$ cat src/rtl/lfsr_loader.sv
// Serial loader for the downstream LFSR.
// Captures a parallel seed and tap mask on start. Shifts the tap mask out first, then the
// seed, on the LFSR's load_tap_reg / load_s_reg / reg_in interface.
// Sending taps first keeps feedback shifting during the tap phase from disturbing the seed.
module lfsr_loader #(
  parameter int unsigned n         = 8,
  parameter bit          MSB_FIRST = 1'b1
) (
  input  logic         clk,
  input  logic         reset,
  input  logic         start,
  input  logic         seed_only,
  input  logic [n-1:0] seed,
  input  logic [n-1:0] taps,
  output logic         busy,
  output logic         done,
  output logic         zero_seed,
  output logic         load_tap_reg,
  output logic         load_s_reg,
  output logic         reg_in
);

  localparam int unsigned CW = (n > 1) ? $clog2(n) : 1;
  localparam logic [CW-1:0] LastCnt = CW'(n - 1);

  typedef enum logic [1:0] {
    StIdle,
    StTap,
    StSeed,
    StDone
  } state_e;

  state_e        r_state;
  logic [CW-1:0] r_cnt;
  logic [n-1:0]  r_seed_cap;
  logic [n-1:0]  r_taps_cap;
  logic          r_busy;
  logic          r_done;
  logic          r_zero_seed;
  logic          r_load_tap;
  logic          r_load_s;
  logic          r_reg_in;

  logic [CW-1:0] w_cnt_inc;

  // Bit i of the serial stream for word v under the configured ordering.
  function automatic logic sel_bit(input logic [n-1:0] v, input logic [CW-1:0] i);
    logic [CW-1:0] idx;
    idx = MSB_FIRST ? (LastCnt - i) : i;
    return v[idx];
  endfunction

  // Next bit index within the current phase.
  always_comb begin
    w_cnt_inc = r_cnt + CW'(1);
  end

  // Sequencer: outputs are registered one step ahead so they line up with the counter.
  always_ff @(posedge clk) begin
    if (!reset) begin
      r_state     <= StIdle;
      r_cnt       <= '0;
      r_seed_cap  <= '0;
      r_taps_cap  <= '0;
      r_busy      <= 1'b0;
      r_done      <= 1'b0;
      r_zero_seed <= 1'b0;
      r_load_tap  <= 1'b0;
      r_load_s    <= 1'b0;
      r_reg_in    <= 1'b0;
    end else begin
      unique case (r_state)
        StIdle: begin
          r_done      <= 1'b0;
          r_zero_seed <= 1'b0;
          r_cnt       <= '0;
          if (start) begin
            r_seed_cap <= seed;
            r_taps_cap <= taps;
            r_busy     <= 1'b1;
            if (seed_only) begin
              r_state    <= StSeed;
              r_load_tap <= 1'b0;
              r_load_s   <= 1'b1;
              r_reg_in   <= sel_bit(seed, '0);
            end else begin
              r_state    <= StTap;
              r_load_tap <= 1'b1;
              r_load_s   <= 1'b0;
              r_reg_in   <= sel_bit(taps, '0);
            end
          end else begin
            r_busy     <= 1'b0;
            r_load_tap <= 1'b0;
            r_load_s   <= 1'b0;
            r_reg_in   <= 1'b0;
          end
        end
        StTap: begin
          if (r_cnt == LastCnt) begin
            r_state    <= StSeed;
            r_cnt      <= '0;
            r_load_tap <= 1'b0;
            r_load_s   <= 1'b1;
            r_reg_in   <= sel_bit(r_seed_cap, '0);
          end else begin
            r_cnt    <= w_cnt_inc;
            r_reg_in <= sel_bit(r_taps_cap, w_cnt_inc);
          end
        end
        StSeed: begin
          if (r_cnt == LastCnt) begin
            r_state     <= StDone;
            r_cnt       <= '0;
            r_busy      <= 1'b0;
            r_load_tap  <= 1'b0;
            r_load_s    <= 1'b0;
            r_reg_in    <= 1'b0;
            r_done      <= 1'b1;
            r_zero_seed <= (r_seed_cap == '0);
          end else begin
            r_cnt    <= w_cnt_inc;
            r_reg_in <= sel_bit(r_seed_cap, w_cnt_inc);
          end
        end
        StDone: begin
          // start is ignored here; a held start is taken on the following IDLE cycle
          r_state     <= StIdle;
          r_done      <= 1'b0;
          r_zero_seed <= 1'b0;
        end
        default: begin
          r_state <= StIdle;
        end
      endcase
    end
  end

  assign busy         = r_busy;
  assign done         = r_done;
  assign zero_seed    = r_zero_seed;
  assign load_tap_reg = r_load_tap;
  assign load_s_reg   = r_load_s;
  assign reg_in       = r_reg_in;

endmodule

$ cat config.mk
export PLATFORM = sky130hd
export DESIGN_NAME = lfsr_loader
export DESIGN_NICKNAME = d
export VERILOG_FILES = /design/src/rtl/lfsr_loader.sv
export SDC_FILE = /design/constraint.sdc
export NUM_CORES = 1
export LEC_CHECK = 0
export BUFFER_PORTS_ARGS = -buffer_cell sky130_fd_sc_hd__buf_2
export CORE_MARGIN = 5
export CORE_UTILIZATION = 53
export CTS_CLUSTER_DIAMETER = 50
export DETAILED_ROUTE_END_ITERATION = 7
export PLACE_DENSITY = 0.8
export SYNTH_ARGS = -nofsm -noshare
export SYNTH_HDL_FRONTEND = slang
export SYNTH_SLANG_ARGS = --single-unit
$ cat constraint.sdc
create_clock -name clk -period 2.9 [get_ports clk]
set_clock_uncertainty 0.2 [all_clocks]
set_input_delay 0.145 -clock clk [delete_from_list [all_inputs] [get_ports clk]]
set_output_delay 0.145 -clock clk [all_outputs]
set_load 0.02 [all_outputs]
== After elaboration in Yosys (flattened, before gate mapping) ==
Cells that the tools add are included.

* Add/sub/neg operators: 2
* Order comparisons: 1
* Equal/unequal tests: 8
* Multiplexer cells: 29
* Reductions and logical operators: 14

{| class="wikitable"
|+ Operators by type and width
! cell !! number
|-
| 1-bit two-way mux || 14
|-
| 8-bit logical NOT || 1
|-
| 2-bit two-way mux || 4
|-
| 1-bit one-hot mux with 2 select lines || 4
|-
| 2-bit one-hot mux with 4 select lines || 1
|-
| 2-bit AND reduction || 4
|-
| 1-bit binary-select mux with 3-bit select || 2
|-
| 2-bit != test, second input constant || 3
|-
| 1-bit one-hot mux with 3 select lines || 2
|-
| 3-bit one-hot mux with 2 select lines || 1
|-
| 3-bit AND reduction || 2
|-
| 2-bit nonzero test || 3
|-
| 2-bit == test, second input constant || 2
|-
| 3-bit by 4-bit < comparator with 1-bit output, second input constant || 1
|-
| 2-bit OR reduction || 2
|-
| 3-bit by 1-bit adder with 3-bit output, second input constant || 1
|-
| 3-bit == test, second input constant || 1
|-
| 3-bit two-way mux || 1
|-
| 3-bit nonzero test || 1
|-
| 3-bit subtractor, first input constant || 1
|-
| 2-bit by 1-bit == test with 1-bit output, second input constant || 1
|-
| 2-bit logical NOT || 1
|-
| 2-bit by 1-bit != test with 1-bit output, second input constant || 1
|}

* Register bits: 27
* Input port bits: 20
* Output and inout bits: 6
* Word-level logic and storage cells: 64

== Longest topological paths before layout ==
Gate-level depths: netlist of run 1.

* Word-level depth: 6
* Depth in mapped cells: 7

== Least setup slack after synthesis of run 1 ==
Ideal clock, no wire load.

* Path type: register to register
* Start point: register r_cnt[0]
* End point: register r_reg_in, in the netlist reg_in
* Setup time: 0.131 ns
* Arrival: 1.861 ns
* Required time: 2.569 ns
* Path slack: 0.707 ns
* Cell stages (with the launch flop): 8
* Buffers on the path: 1
* Clock period less this slack: 2.193 ns
* Cell sequence: dfxtp_1 ha_1 ha_1 buf_6 mux4_2 and2b_1 a211oi_2 o311ai_1

* Longest elaborated chain between the ends: 6
* Elaborated cells on any way between the ends: 10
* Classes of those cells: 2 x add/sub; 1 x eq/ne; 7 x mux

{| class="wikitable"
|+ Ends and longest elaborated chain
! element !! line !! text
|-
| from (decl) || 34 || <nowiki>logic [CW-1:0] r_cnt;</nowiki>
|-
| from (signal assigned) || 107 || <nowiki>r_cnt <= w_cnt_inc;</nowiki>
|-
| from (signal assigned) || 122 || <nowiki>r_cnt <= w_cnt_inc;</nowiki>
|-
| 3-bit by 1-bit adder with 3-bit output || 55 || <nowiki>w_cnt_inc = r_cnt + CW'(1);</nowiki>
|-
| 3-bit subtractor || 49 || <nowiki>idx = MSB_FIRST ? (LastCnt - i) : i;</nowiki>
|-
| 1-bit binary-select mux with 3-bit select || 50 || <nowiki>return v[idx];</nowiki>
|-
| 1-bit two-way mux (implied by the code) || 50 ||
|-
| 1-bit two-way mux (on tied branches) || 112, 100 ||
|-
| 1-bit one-hot mux with 3 select lines (*) || 72 || <nowiki>unique case (r_state)</nowiki>
|-
| to (signal assigned) || 85 || <nowiki>r_reg_in <= sel_bit(seed, '0);</nowiki>
|-
| to (signal assigned) || 108 || <nowiki>r_reg_in <= sel_bit(r_taps_cap, w_cnt_inc);</nowiki>
|-
| to (signal assigned) || 123 || <nowiki>r_reg_in <= sel_bit(r_seed_cap, w_cnt_inc);</nowiki>
|-
| to (decl) || 42 || <nowiki>logic r_reg_in;</nowiki>
|}

Every way passes the cells marked *; elsewhere a longest branch is shown, timed or not. The select of a mux whose other input is x is not followed.
A chain may end at the register's enable or synchronous reset.

== Worst setup path in the final report of run 1 ==
Same ends and word-level chain as after synthesis.

==> results of run 1 <==
==> area by class of cell <==
class                   count  area (um2)  share of cell area
multi-input cells         120         742               0.443
flip-flops and latches     27         541               0.323
repair buffers             43         305               0.182
well taps                  30        37.5              0.0224
clock buffers               3        22.5              0.0134
inverters                   6        22.5              0.0134
clock inverters             1        5.00             0.00299
==> worst max-delay path, cell delays in order, from the launching register on <==
cell and delay, ns:
sky130_fd_sc_hd__dfxtp_1 0.42, sky130_fd_sc_hd__ha_1 0.26, sky130_fd_sc_hd__ha_1 0.43, sky130_fd_sc_hd__mux4_2 0.53
sky130_fd_sc_hd__and2b_1 0.18, sky130_fd_sc_hd__a211oi_2 0.20, sky130_fd_sc_hd__o311ai_1 0.10
==> through the flow <==
step / power, mW / worst slack (ns) / instances
after floorplan: 0.909 / 0.707 / 162
after global placement: 0.999 / 0.606 / 208
after detailed placement: 1.03 / 0.515 / 208
after CTS: 1.20 / 0.501 / 230
after global routing: 1.29 / 0.393 / 230
final: 1.21 / 0.489 / 230
==> per-layer routing <==
layer | share of wire | wire length, um | up-vias
met5 | 0 | 0 | -
met4 | 0.020 | 65 | 0
met3 | 0.051 | 165 | 8
met2 | 0.49 | 1580 | 44
met1 | 0.44 | 1400 | 573
li1 | - | - | 631
==> kinds of logic after synthesis <==
family,count (synthesis)
AOI/OAI and AO/OA,38
adders and majority gates,7
and+or+nand+nor,66
DFF,27
muxes,9
buffers and inverters,15
==> synth_stat cells (all sizes together) <==
cell / number
nor4b: 1
clkbuf: 7
nand2: 37
a22oi: 1
or4: 2
o22ai: 1
nor3: 3
o21bai: 1
o21ai: 6
a32o: 1
nand3: 1
nor4bb: 1
dfxtp: 27
nor2: 12
and2: 2
nand3b: 2
ha: 7
and2b: 1
o311ai: 1
mux2i: 3
mux4: 3
or2b: 2
nor2b: 2
o211ai: 1
mux2: 3
buf: 2
a211oi: 4
inv: 6
a21oi: 22
==> power by group <==
group / switching, mW / internal, mW / leakage (nW) / total (mW)
logic: 0.301 / 0.241 / 0.463 / 0.543
clock network: 0.110 / 0.0518 / 0.0177 / 0.162
registers: 0.0603 / 0.444 / 0.221 / 0.504
total: 0.472 / 0.737 / 0.702 / 1.21
==> repair_timing <==
item | CTS | global route
setup buffers | 0 | 0
hold buffers | 18 | 0
setup endpoints to repair | 0 | 0
endpoints found under the hold margin | 19 | 0
==> cell usage in the layout, fill, tap and decap left out <==
cell type / n
sky130_fd_sc_hd__nor3_1: 3
sky130_fd_sc_hd__inv_1: 5
sky130_fd_sc_hd__and2_1: 2
sky130_fd_sc_hd__a22oi_1: 1
sky130_fd_sc_hd__clkbuf_4: 3
sky130_fd_sc_hd__mux2i_1: 3
sky130_fd_sc_hd__mux2_2: 2
sky130_fd_sc_hd__a211oi_1: 3
sky130_fd_sc_hd__o22ai_1: 1
sky130_fd_sc_hd__o21ai_0: 6
sky130_fd_sc_hd__o311ai_1: 1
sky130_fd_sc_hd__buf_2: 25
sky130_fd_sc_hd__mux2_1: 1
sky130_fd_sc_hd__or4_1: 2
sky130_fd_sc_hd__a32o_1: 1
sky130_fd_sc_hd__mux4_2: 3
sky130_fd_sc_hd__nand2_1: 37
sky130_fd_sc_hd__clkinv_2: 1
sky130_fd_sc_hd__nand3b_1: 2
sky130_fd_sc_hd__nor4bb_1: 1
sky130_fd_sc_hd__nor2b_1: 2
sky130_fd_sc_hd__nor4b_1: 1
sky130_fd_sc_hd__inv_2: 1
sky130_fd_sc_hd__dfxtp_1: 27
sky130_fd_sc_hd__and2b_1: 1
sky130_fd_sc_hd__a211oi_2: 1
sky130_fd_sc_hd__o21bai_1: 1
sky130_fd_sc_hd__nand3_1: 1
sky130_fd_sc_hd__or2b_1: 2
sky130_fd_sc_hd__ha_1: 7
sky130_fd_sc_hd__dlygate4sd3_1: 18
sky130_fd_sc_hd__nor2_1: 12
sky130_fd_sc_hd__o211ai_1: 1
sky130_fd_sc_hd__a21oi_1: 22
==> path summary, 6_finish.rpt <==
| check | slack, ns | from | end |
|---|---|---|---|
| worst max-delay path | 0.49 | r_cnt[0]$_SDFFE_PN0N_ | reg_in$_SDFFE_PN0N_ |
| worst min-delay path | 0.03 | start | reg_in$_SDFFE_PN0N_ |
| worst max register to register | 0.49 | r_cnt[0]$_SDFFE_PN0N_ | reg_in$_SDFFE_PN0N_ |
| worst min register to register | 0.27 | r_taps_cap[4]$_SDFFE_PN0P_ | r_taps_cap[4]$_SDFFE_PN0P_ |
==> run_summary.xml, run 1 <==
<?xml version="1.0" encoding="UTF-8"?>
<metrics>
  <group name="outcome">
    <metric name="outcome" unit="">completed</metric>
  </group>
  <group name="critical_path">
    <metric name="required" unit="ns">2.93</metric>
    <metric name="worst_setup_path_start_kind" unit="">register</metric>
    <metric name="cp.arrival" unit="ns">2.44</metric>
    <metric name="endpoint_kind" unit="">register</metric>
    <metric name="crit_path_max_fanout" unit="">8</metric>
    <metric name="r2r_cells" unit="">6</metric>
    <metric name="setup.worst_path.class" unit="">reg -&gt; reg</metric>
  </group>
  <group name="place">
    <metric name="placement.cell_area" unit="um2">1470</metric>
    <metric name="io_buffers" unit="">25</metric>
    <metric name="dp_hpwl" unit="mm">2.24</metric>
    <metric name="routabilityCongestion" unit="">0.876</metric>
  </group>
  <group name="synth">
    <metric name="synthTopCellsByArea" unit="">sky130_fd_sc_hd__dfxtp_1 (40%), sky130_fd_sc_hd__nand2_1 (10%), sky130_fd_sc_hd__a21oi_1 (8.2%), sky130_fd_sc_hd__ha_1 (6.5%), sky130_fd_sc_hd__mux4_2 (5.0%)</metric>
    <metric name="syn_inst" unit="">162</metric>
    <metric name="net_count_of_the_mapped_netlist" unit="">189</metric>
    <metric name="synth-simple-area-share" unit="">0.223</metric>
    <metric name="post_synth_num_cell_types" unit="">33</metric>
    <metric name="synth_area_in_adders" unit="">0.0650</metric>
    <metric name="synth.area.mux_share" unit="">0.0975</metric>
    <metric name="post-synth-top-area-cell" unit="">sky130_fd_sc_hd__dfxtp_1</metric>
    <metric name="post_synth_xor_area_fraction" unit="">0</metric>
    <metric name="synth_top_family_by_area" unit="">simple AND/OR/NAND/NOR gates</metric>
    <metric name="synth_compound_area_frac" unit="">0.165</metric>
    <metric name="syn-mean-instance-area" unit="um2">8.32</metric>
    <metric name="netlist.area_leader.share" unit="">0.401</metric>
    <metric name="synth.ff_latch_count" unit="">27</metric>
    <metric name="synthesis.area" unit="um2">1350</metric>
    <metric name="synth_sequential_area_ratio" unit="">0.401</metric>
    <metric name="synth.yosys.warnings" unit="">0</metric>
  </group>
  <group name="timing">
    <metric name="tightestPinTransition" unit="ns">0.580</metric>
    <metric name="achievable-frequency" unit="MHz">415</metric>
    <metric name="timing.final.setup_violations" unit="">0</metric>
    <metric name="finalHoldWorstSlack" unit="ns">0.0267</metric>
    <metric name="final_min_period_over_clock_period" unit="">0.831</metric>
    <metric name="timing.slew.headroom" unit="">0.613</metric>
    <metric name="hold_violations" unit="">0</metric>
    <metric name="totalNegativeSetupSlack" unit="ns">0</metric>
    <metric name="rsz_0062_raised_after_global_routing" unit="">false</metric>
    <metric name="final_max_slew_viol_count" unit="">0</metric>
    <metric name="timing.final.crit_period" unit="ns">2.41</metric>
  </group>
  <group name="global_routing">
    <metric name="grt_met2_usage" unit="">0.329</metric>
    <metric name="antenna_found_initial" unit="">0</metric>
    <metric name="gr-usage-all-layers" unit="">0.188</metric>
    <metric name="global_route.overflow_total" unit="">0</metric>
    <metric name="grt_pass1_wl" unit="mm">5.21</metric>
    <metric name="met3_grt_util" unit="">0.0191</metric>
    <metric name="global_route.peak_usage_layer" unit="">met2</metric>
    <metric name="first_global_vias" unit="">1172</metric>
    <metric name="maximum_number_of_pins_on_one_net_before_global_route_repair" unit="">26</metric>
    <metric name="global_route.usage.met1" unit="">0.236</metric>
  </group>
  <group name="route">
    <metric name="drc" unit="">0</metric>
    <metric name="detail_route.wirelength" unit="mm">3.21</metric>
    <metric name="vias_per_std_cell" unit="">5.46</metric>
    <metric name="drt_first_iter_violations" unit="">28</metric>
    <metric name="route.antenna.remaining_nets" unit="">0</metric>
    <metric name="detail_route.wl_per_cell" unit="um">14.0</metric>
    <metric name="dr_vias" unit="">1256</metric>
    <metric name="dr.pass1.iters" unit="">4</metric>
  </group>
  <group name="die">
    <metric name="dieArea" unit="um2">3650</metric>
    <metric name="initial_core_util" unit="">0.549</metric>
    <metric name="rows" unit="">18</metric>
    <metric name="num_io_pins" unit="">26</metric>
    <metric name="fp.dieH" unit="um">60.4</metric>
    <metric name="floorplan.core_area" unit="um2">2450</metric>
    <metric name="die-width" unit="um">60.4</metric>
  </group>
  <group name="clock_network">
    <metric name="root_buffer" unit="">sky130_fd_sc_hd__clkbuf_4</metric>
    <metric name="clock_sinks" unit="">27</metric>
    <metric name="ctsResizeCount" unit="">0</metric>
    <metric name="numCtsBuffers" unit="">3</metric>
    <metric name="insertion_delay" unit="ns">0.33</metric>
    <metric name="cts_buffer_depth" unit="">2</metric>
    <metric name="clkSlewWorstSetupHoldPaths" unit="ns">0.14</metric>
    <metric name="tritoncts_clock_tree" unit="">done</metric>
    <metric name="cts-htree-levels" unit="">1</metric>
  </group>
  <group name="power">
    <metric name="power_density" unit="nW/um2">721</metric>
    <metric name="total_leakage_power" unit="nW">0.702</metric>
    <metric name="vdd_ir_drop_max" unit="mV">0.494</metric>
  </group>
  <group name="cells_and_area">
    <metric name="layout_cells_sized_above_1" unit="">0.180</metric>
    <metric name="antenna_cells" unit="">0</metric>
    <metric name="nets" unit="">228</metric>
    <metric name="area_growth_syn_to_layout" unit="%">24.3</metric>
    <metric name="final.fill_count" unit="">202</metric>
    <metric name="finish.instance_area" unit="um2">1680</metric>
    <metric name="post-route-util" unit="">0.682</metric>
    <metric name="reg_top3" unit="">r_seed_cap x8, r_taps_cap x8, r_cnt x3</metric>
  </group>
  <group name="worst_hold_path">
    <metric name="number_of_cells_on_the_worst_hold_path" unit="">4</metric>
    <metric name="hold_path.class" unit="">in -&gt; reg</metric>
  </group>
  <group name="run">
    <metric name="max_cap_viol_count" unit="">0</metric>
  </group>
</metrics>
Note: power is estimated with default switching activity, not from simulation.
==> run 2: changes to the inputs <==
--- a/config.mk
+++ b/config.mk
@@ -7,10 +7,10 @@
 export LEC_CHECK = 0
 export BUFFER_PORTS_ARGS = -buffer_cell sky130_fd_sc_hd__buf_2
 export CORE_MARGIN = 5
-export CORE_UTILIZATION = 53
+export CORE_UTILIZATION = 48
 export CTS_CLUSTER_DIAMETER = 50
 export DETAILED_ROUTE_END_ITERATION = 7
-export PLACE_DENSITY = 0.8
+export PLACE_DENSITY = 0.77
 export SYNTH_ARGS = -nofsm -noshare
 export SYNTH_HDL_FRONTEND = slang
 export SYNTH_SLANG_ARGS = --single-unit
==> constraint.sdc (replaced) <==
create_clock -name clk -period 1.95 [get_ports clk]
set_clock_uncertainty 0.2 [all_clocks]
set_input_delay 0.0975 -clock clk [delete_from_list [all_inputs] [get_ports clk]]
set_output_delay 0.0975 -clock clk [all_outputs]
set_load 0.02 [all_outputs]
==> run 2 against run 1 <==
  * Fmax increased by 19%
  * Critical path depth unchanged
  * Setup slack got worse by 0.56 ns
  * Hold slack improved by 0.24 ns
  * Power increased by 57%
  * Via count decreased by 1.4%
  * Highest routed layer unchanged
  * Utilization decreased by 3.6 points
  * The flow now finishes with violations (setup timing)
  * Register-to-register slack got worse by 0.56 ns
  * Count of clock-buffer cells in the layout increased by 1
  * Sequential share of layout area decreased by 1.4 points
  * Sequential power increased by 47%
  * Die area increased by 8.7%
==> run_summary.xml, run 2 (same netlist as run 1, synthesis figures left out) <==
<?xml version="1.0" encoding="UTF-8"?>
<metrics>
  <group name="cells_and_area">
    <metric name="area_growth_syn_to_layout" unit="%">31.2</metric>
    <metric name="nets" unit="">234</metric>
    <metric name="layout_commonest_cell" unit="">sky130_fd_sc_hd__nand2_1</metric>
    <metric name="antenna_cells" unit="">0</metric>
    <metric name="reg_top3" unit="">r_seed_cap x8, r_taps_cap x8, r_cnt x3</metric>
    <metric name="layout.cells.most_common_list" unit="">sky130_fd_sc_hd__nand2_1 (37), sky130_fd_sc_hd__dfxtp_1 (25), sky130_fd_sc_hd__buf_2 (25), sky130_fd_sc_hd__a21oi_1 (22), sky130_fd_sc_hd__dlygate4sd3_1 (19)</metric>
    <metric name="finish.instance_area" unit="um2">1770</metric>
    <metric name="post-route-util" unit="">0.647</metric>
    <metric name="layout_cells_sized_above_1" unit="">0.228</metric>
  </group>
  <group name="clock_network">
    <metric name="numCtsBuffers" unit="">3</metric>
    <metric name="clock_sinks" unit="">27</metric>
    <metric name="cts-htree-levels" unit="">1</metric>
    <metric name="insertion_delay" unit="ns">0.33</metric>
    <metric name="clkSlewWorstSetupHoldPaths" unit="ns">0.15</metric>
    <metric name="post_cts.repair.setup_buffers" unit="">0</metric>
    <metric name="cts_buffer_depth" unit="">2</metric>
    <metric name="tritoncts_clock_tree" unit="">done</metric>
    <metric name="root_buffer" unit="">sky130_fd_sc_hd__clkbuf_4</metric>
  </group>
  <group name="critical_path">
    <metric name="crit_path_max_fanout" unit="">3</metric>
    <metric name="required" unit="ns">1.98</metric>
    <metric name="setup.worst_path.class" unit="">reg -&gt; reg</metric>
    <metric name="endpoint_kind" unit="">register</metric>
    <metric name="cp.arrival" unit="ns">2.05</metric>
    <metric name="worst_setup_path_start_kind" unit="">register</metric>
  </group>
  <group name="timing">
    <metric name="timing.final.crit_period" unit="ns">2.02</metric>
    <metric name="tightestPinTransition" unit="ns">0.410</metric>
    <metric name="setup_ws" unit="ns">-0.0712</metric>
    <metric name="hold_violations" unit="">0</metric>
    <metric name="final_max_slew_viol_count" unit="">0</metric>
    <metric name="finalHoldWorstSlack" unit="ns">0.269</metric>
    <metric name="rsz_0062_raised_after_global_routing" unit="">true</metric>
    <metric name="timing.final.setup_violations" unit="">1</metric>
    <metric name="final_min_period_over_clock_period" unit="">1.04</metric>
    <metric name="achievable-frequency" unit="MHz">495</metric>
    <metric name="timing.slew.headroom" unit="">0.726</metric>
  </group>
  <group name="place">
    <metric name="io_buffers" unit="">25</metric>
    <metric name="routabilityCongestion" unit="">0.805</metric>
    <metric name="placement.cell_area" unit="um2">1540</metric>
    <metric name="dp_hpwl" unit="mm">2.30</metric>
  </group>
  <group name="global_routing">
    <metric name="maximum_number_of_pins_on_one_net_before_global_route_repair" unit="">26</metric>
    <metric name="global_route.overflow_total" unit="">0</metric>
    <metric name="gr-usage-all-layers" unit="">0.178</metric>
    <metric name="grt_pass1_wl" unit="mm">5.73</metric>
    <metric name="first_global_vias" unit="">1249</metric>
    <metric name="antenna_found_initial" unit="">0</metric>
  </group>
  <group name="die">
    <metric name="dieArea" unit="um2">3970</metric>
    <metric name="initial_core_util" unit="">0.493</metric>
    <metric name="rows" unit="">19</metric>
    <metric name="fp.dieH" unit="um">63.0</metric>
    <metric name="floorplan.core_area" unit="um2">2730</metric>
    <metric name="num_io_pins" unit="">26</metric>
    <metric name="die-width" unit="um">63.0</metric>
  </group>
  <group name="worst_hold_path">
    <metric name="hold_path.class" unit="">reg -&gt; reg</metric>
  </group>
  <group name="route">
    <metric name="vias_per_std_cell" unit="">5.23</metric>
    <metric name="detail_route.wirelength" unit="mm">3.19</metric>
    <metric name="detail_route.wl_per_cell" unit="um">13.4</metric>
    <metric name="drt_first_iter_violations" unit="">84</metric>
    <metric name="dr_vias" unit="">1239</metric>
    <metric name="route.antenna.remaining_nets" unit="">0</metric>
    <metric name="drc" unit="">0</metric>
    <metric name="dr.pass1.iters" unit="">4</metric>
  </group>
  <group name="power">
    <metric name="power_density" unit="nW/um2">1070</metric>
    <metric name="comb_power_share" unit="">0.479</metric>
    <metric name="netSwitchingPower" unit="uW">712</metric>
    <metric name="vdd_ir_drop_max" unit="mV">0.852</metric>
    <metric name="internal_power" unit="mW">1.18</metric>
    <metric name="sw_frac_of_total" unit="">0.375</metric>
    <metric name="total_leakage_power" unit="nW">0.729</metric>
    <metric name="p_clk_frac" unit="">0.130</metric>
    <metric name="totalPowerFinal" unit="mW">1.90</metric>
    <metric name="seq_power_share" unit="">0.391</metric>
  </group>
  <group name="outcome">
    <metric name="outcome" unit="">finished with violations</metric>
    <metric name="failed_checks" unit="">setup timing</metric>
  </group>
  <group name="run">
    <metric name="max_cap_viol_count" unit="">0</metric>
  </group>
</metrics>
## run 2: cell types whose count changed in the layout (fill, tap and decap cells not counted), moves of 2 or more
cell / before / now
sky130_fd_sc_hd__dfxtp_1: 27 / 25
sky130_fd_sc_hd__ha_1: 7 / 4
sky130_fd_sc_hd__buf_4: 0 / 5
sky130_fd_sc_hd__ha_4: 0 / 2
## run 2: power groups by stage
| stage | Sequential [mW] | Combinational [mW] | Clock, mW |
|---|---|---|---|
| floorplan | 0.774 | 0.604 | 0 |
| global placement | 0.746 | 0.822 | 0 |
| detailed placement | 0.754 | 0.855 | 0 |
| CTS | 0.741 | 0.885 | 0.250 |
| global route | 0.759 | 1.03 | 0.282 |
| finish | 0.741 | 0.908 | 0.247 |
## run 2: cell type report
cell class	count	area, um2
timing repair buffer	49	353
sequential	27	546
clock buffer	4	26.3
multi-input combinational	120	782
inverter	6	22.5
tap	31	38.8
fill	219	966
## run 2: final timing paths
path / start / endpoint / slack (ns) / cells after the start
setup reg to reg: r_cnt[0]$_SDFFE_PN0N_ / reg_in$_SDFFE_PN0N_ / -0.07 / 6
hold / removal: r_taps_cap[0]$_SDFFE_PN0P_ / r_taps_cap[0]$_SDFFE_PN0P_ / 0.27 / 2
setup / recovery: r_cnt[0]$_SDFFE_PN0N_ / reg_in$_SDFFE_PN0N_ / -0.07 / 6
hold reg to reg: r_taps_cap[0]$_SDFFE_PN0P_ / r_taps_cap[0]$_SDFFE_PN0P_ / 0.27 / 2
## run 2: through the flow
stage / setup slack (ns) / instances / TNS [ns]
2_1_floorplan: -0.127 / 162 / -0.127
3_3_place_gp: -0.0460 / 214 / -0.0460
3_5_place_dp: -0.0888 / 214 / -0.0888
4_1_cts: -0.0774 / 237 / -0.0774
5_1_grt: -0.132 / 237 / -0.132
6_report: -0.0712 / 237 / -0.0712
## run 2: metal layers
layer,GRT usage,routed length [um],vias to the layer above
met5,0,0,-
met4,0.0663,51,0
met3,0.0342,182,6
met2,0.288,1540,39
met1,0.233,1420,549
li1,-,-,645
## run 2: critical path, cell delays in order, from the launching register on
cell and delay [ns]:
sky130_fd_sc_hd__dfxtp_4 0.38, sky130_fd_sc_hd__ha_4 0.16, sky130_fd_sc_hd__ha_4 0.28, sky130_fd_sc_hd__mux4_2 0.48, sky130_fd_sc_hd__and2b_1 0.18, sky130_fd_sc_hd__a211oi_2 0.15
sky130_fd_sc_hd__o311ai_1 0.10
## run 2: what timing repair did
action | CTS | global route
setup endpoints to repair | 1 | 5
pin swaps | 2 | 0
resized for setup | 1 | 3
endpoints found under the hold margin | 20 | 0
hold buffers | 19 | 0
==> run 3: changes to the inputs <==
--- a/config.mk
+++ b/config.mk
@@ -5,9 +5,10 @@
 export SDC_FILE = /design/constraint.sdc
 export NUM_CORES = 1
 export LEC_CHECK = 0
-export BUFFER_PORTS_ARGS = -buffer_cell sky130_fd_sc_hd__buf_2
+export BUFFER_PORTS_ARGS = -buffer_cell sky130_fd_sc_hd__buf_4
 export CORE_MARGIN = 5
 export CORE_UTILIZATION = 48
+export CTS_BUF_LIST = sky130_fd_sc_hd__clkbuf_4 sky130_fd_sc_hd__clkbuf_8 sky130_fd_sc_hd__clkbuf_16
 export CTS_CLUSTER_DIAMETER = 50
 export DETAILED_ROUTE_END_ITERATION = 7
 export PLACE_DENSITY = 0.77
==> run 3 against run 2 <==
  * The flow still finishes with violations (setup timing)
  * First-iteration DRC count fell by 38%
  * Critical path depth fell by 1
  * Largest cell class unchanged
  * Hold slack improved by 0.0037 ns
  * Utilization rose by 2.0 points
  * Setup slack improved by 0.012 ns
  * Final cell count did not move
==> run_summary.xml, run 3 (same netlist as run 1, synthesis figures left out) <==
<?xml version="1.0" encoding="UTF-8"?>
<metrics>
  <group name="critical_path">
    <metric name="worstSetupPathDepth" unit="">5</metric>
    <metric name="critPathLaunch" unit="">r_cnt[0]$_SDFFE_PN0N_</metric>
    <metric name="required" unit="ns">1.98</metric>
    <metric name="worst_setup_path_start_kind" unit="">register</metric>
    <metric name="critical-path-slowest-cell" unit="">sky130_fd_sc_hd__mux4_2</metric>
    <metric name="critPathMaxStageDelay" unit="ns">0.47</metric>
    <metric name="crit_chain" unit="">ha_4 &gt; mux2_1 &gt; mux4_2 &gt; o211ai_1 &gt; o311ai_1</metric>
    <metric name="timing.critical_path.to" unit="">reg_in$_SDFFE_PN0N_</metric>
    <metric name="ff2ff_setup_slack" unit="ns">-0.06</metric>
    <metric name="setup.worst_path.class" unit="">reg -&gt; reg</metric>
    <metric name="crit_path_max_fanout" unit="">6</metric>
    <metric name="rr_endpoint" unit="">reg_in$_SDFFE_PN0N_</metric>
    <metric name="endpoint_kind" unit="">register</metric>
    <metric name="rr_startpoint" unit="">r_cnt[0]$_SDFFE_PN0N_</metric>
    <metric name="worst_path_dominant_cell_family" unit="">multiplexers</metric>
    <metric name="r2r_cells" unit="">5</metric>
    <metric name="critPathBufInv" unit="">0</metric>
    <metric name="cp.arrival" unit="ns">2.04</metric>
  </group>
  <group name="clock_network">
    <metric name="numCtsBuffers" unit="">3</metric>
    <metric name="cts-htree-levels" unit="">1</metric>
    <metric name="clkSlewWorstSetupHoldPaths" unit="ns">0.15</metric>
    <metric name="post_cts.repair.setup_buffers" unit="">0</metric>
    <metric name="clock_sinks" unit="">27</metric>
    <metric name="insertion_delay" unit="ns">0.33</metric>
    <metric name="root_buffer" unit="">sky130_fd_sc_hd__clkbuf_4</metric>
    <metric name="tritoncts_clock_tree" unit="">done</metric>
    <metric name="cts_buffer_depth" unit="">2</metric>
  </group>
  <group name="run">
    <metric name="max_cap_viol_count" unit="">0</metric>
  </group>
  <group name="outcome">
    <metric name="outcome" unit="">finished with violations</metric>
    <metric name="failed_checks" unit="">setup timing</metric>
  </group>
  <group name="die">
    <metric name="fp.dieH" unit="um">63.0</metric>
    <metric name="initial_core_util" unit="">0.493</metric>
    <metric name="die-width" unit="um">63.0</metric>
    <metric name="dieArea" unit="um2">3970</metric>
    <metric name="floorplan.core_area" unit="um2">2730</metric>
    <metric name="num_io_pins" unit="">26</metric>
    <metric name="rows" unit="">19</metric>
  </group>
  <group name="place">
    <metric name="preCtsSetupSlack" unit="ns">-0.0703</metric>
    <metric name="dp_hpwl" unit="mm">2.29</metric>
    <metric name="routabilityCongestion" unit="">0.817</metric>
    <metric name="io_buffers" unit="">25</metric>
    <metric name="place_inst" unit="">214</metric>
  </group>
  <group name="timing">
    <metric name="achievable-frequency" unit="MHz">498</metric>
    <metric name="timing.final.crit_period" unit="ns">2.01</metric>
    <metric name="timing.final.setup_violations" unit="">1</metric>
    <metric name="timing.slew.headroom" unit="">0.722</metric>
    <metric name="rsz_0062_raised_after_global_routing" unit="">true</metric>
    <metric name="setup_ws" unit="ns">-0.0591</metric>
    <metric name="final_min_period_over_clock_period" unit="">1.03</metric>
    <metric name="tightestPinTransition" unit="ns">0.417</metric>
    <metric name="hold_violations" unit="">0</metric>
    <metric name="final_max_slew_viol_count" unit="">0</metric>
  </group>
  <group name="route">
    <metric name="dr_vias" unit="">1301</metric>
    <metric name="route.antenna.remaining_nets" unit="">0</metric>
    <metric name="dr.pass1.iters" unit="">5</metric>
    <metric name="vias_per_std_cell" unit="">5.49</metric>
    <metric name="detail_route.wirelength" unit="mm">3.33</metric>
    <metric name="detail_route.wl_per_cell" unit="um">14.1</metric>
    <metric name="drc" unit="">0</metric>
    <metric name="drt_first_iter_violations" unit="">52</metric>
  </group>
  <group name="global_routing">
    <metric name="global_route.overflow_total" unit="">0</metric>
    <metric name="antenna_found_initial" unit="">0</metric>
    <metric name="first_global_vias" unit="">1314</metric>
    <metric name="grt_pass1_wl" unit="mm">5.93</metric>
    <metric name="gr-usage-all-layers" unit="">0.184</metric>
    <metric name="maximum_number_of_pins_on_one_net_before_global_route_repair" unit="">26</metric>
  </group>
  <group name="cells_and_area">
    <metric name="antenna_cells" unit="">0</metric>
    <metric name="layout_cells_sized_above_1" unit="">0.223</metric>
    <metric name="layout_commonest_cell" unit="">sky130_fd_sc_hd__nand2_1</metric>
    <metric name="instances_no_fill" unit="">237</metric>
    <metric name="area_growth_syn_to_layout" unit="%">35.2</metric>
    <metric name="layout.cells.most_common_list" unit="">sky130_fd_sc_hd__nand2_1 (37), sky130_fd_sc_hd__buf_4 (30), sky130_fd_sc_hd__dfxtp_1 (25), sky130_fd_sc_hd__a21oi_1 (22), sky130_fd_sc_hd__dlygate4sd3_1 (19)</metric>
    <metric name="nets" unit="">234</metric>
    <metric name="reg_top3" unit="">r_seed_cap x8, r_taps_cap x8, r_cnt x3</metric>
  </group>
  <group name="power">
    <metric name="power_density" unit="nW/um2">1060</metric>
    <metric name="total_leakage_power" unit="nW">0.743</metric>
    <metric name="vdd_ir_drop_max" unit="mV">0.785</metric>
  </group>
  <group name="worst_hold_path">
    <metric name="hold_path.class" unit="">reg -&gt; reg</metric>
  </group>
</metrics>
run 3: layer usage:
metal	wire [um]	GRT usage
met2	1690	0.315
met3	146	0.0396
met4	73	0.0822
met1	1430	0.217
met5	0	0
run 3: repair_timing:
| item | 4_1_cts | 5_1_grt |
|---|---|---|
| resized for setup | 1 | 1 |
| hold buffers | 19 | 0 |
| endpoints found under the hold margin | 23 | 0 |
| pin swaps | 2 | 0 |
| setup endpoints to repair | 1 | 3 |
run 3: cell type report:
type                       instances  area [um2]
clock buffer                       4        30.0
inverter                           6        22.5
multi-input combinational        120         769
timing repair buffer              49         415
tap                               31        38.8
fill                             230         912
sequential                        27         546
run 3: tightest hold or removal path: stages, from the launching register on:
cell                      delay [ns]
sky130_fd_sc_hd__dfxtp_1        0.34
sky130_fd_sc_hd__nand2_1        0.05
sky130_fd_sc_hd__a21oi_1        0.05
run 3: metrics by stage:
step / TNS [ns] / total power, mW / hold WS (ns) / util / instance area (um2)
6_report: -0.0591 / 1.93 / 0.273 / 0.666 / 1820
5_1_grt: -0.165 / 2.11 / 0.304 / 0.666 / 1820
4_1_cts: -0.0727 / 1.93 / 0.272 / 0.665 / 1820
3_5_place_dp: -0.0703 / 1.63 / 0.147 / 0.584 / 1600
3_3_place_gp: -0.0453 / 1.59 / 0.140 / 0.584 / 1600
2_1_floorplan: -0.127 / 1.38 / 0.0135 / - / 1380
run 3: power by group:
group	switching [mW]	internal, mW	leakage (nW)
registers	0.0771	0.667	0.222
logic	0.475	0.449	0.503
clock network	0.170	0.0942	0.0184
run 3: worst min path at each step:
stage / from / end / slack, ns / cells past startpoint
floorplan: reset / reg_in$_SDFFE_PN0N_ / 0.01 / 2
global placement: reset / busy$_SDFFE_PN0P_ / 0.14 / 2
detailed placement: reset / busy$_SDFFE_PN0P_ / 0.15 / 2
CTS: r_taps_cap[4]$_SDFFE_PN0P_ / r_taps_cap[4]$_SDFFE_PN0P_ / 0.27 / 2
global route: r_taps_cap[4]$_SDFFE_PN0P_ / r_taps_cap[4]$_SDFFE_PN0P_ / 0.30 / 2
finish: r_taps_cap[7]$_SDFFE_PN0P_ / r_taps_cap[7]$_SDFFE_PN0P_ / 0.27 / 2
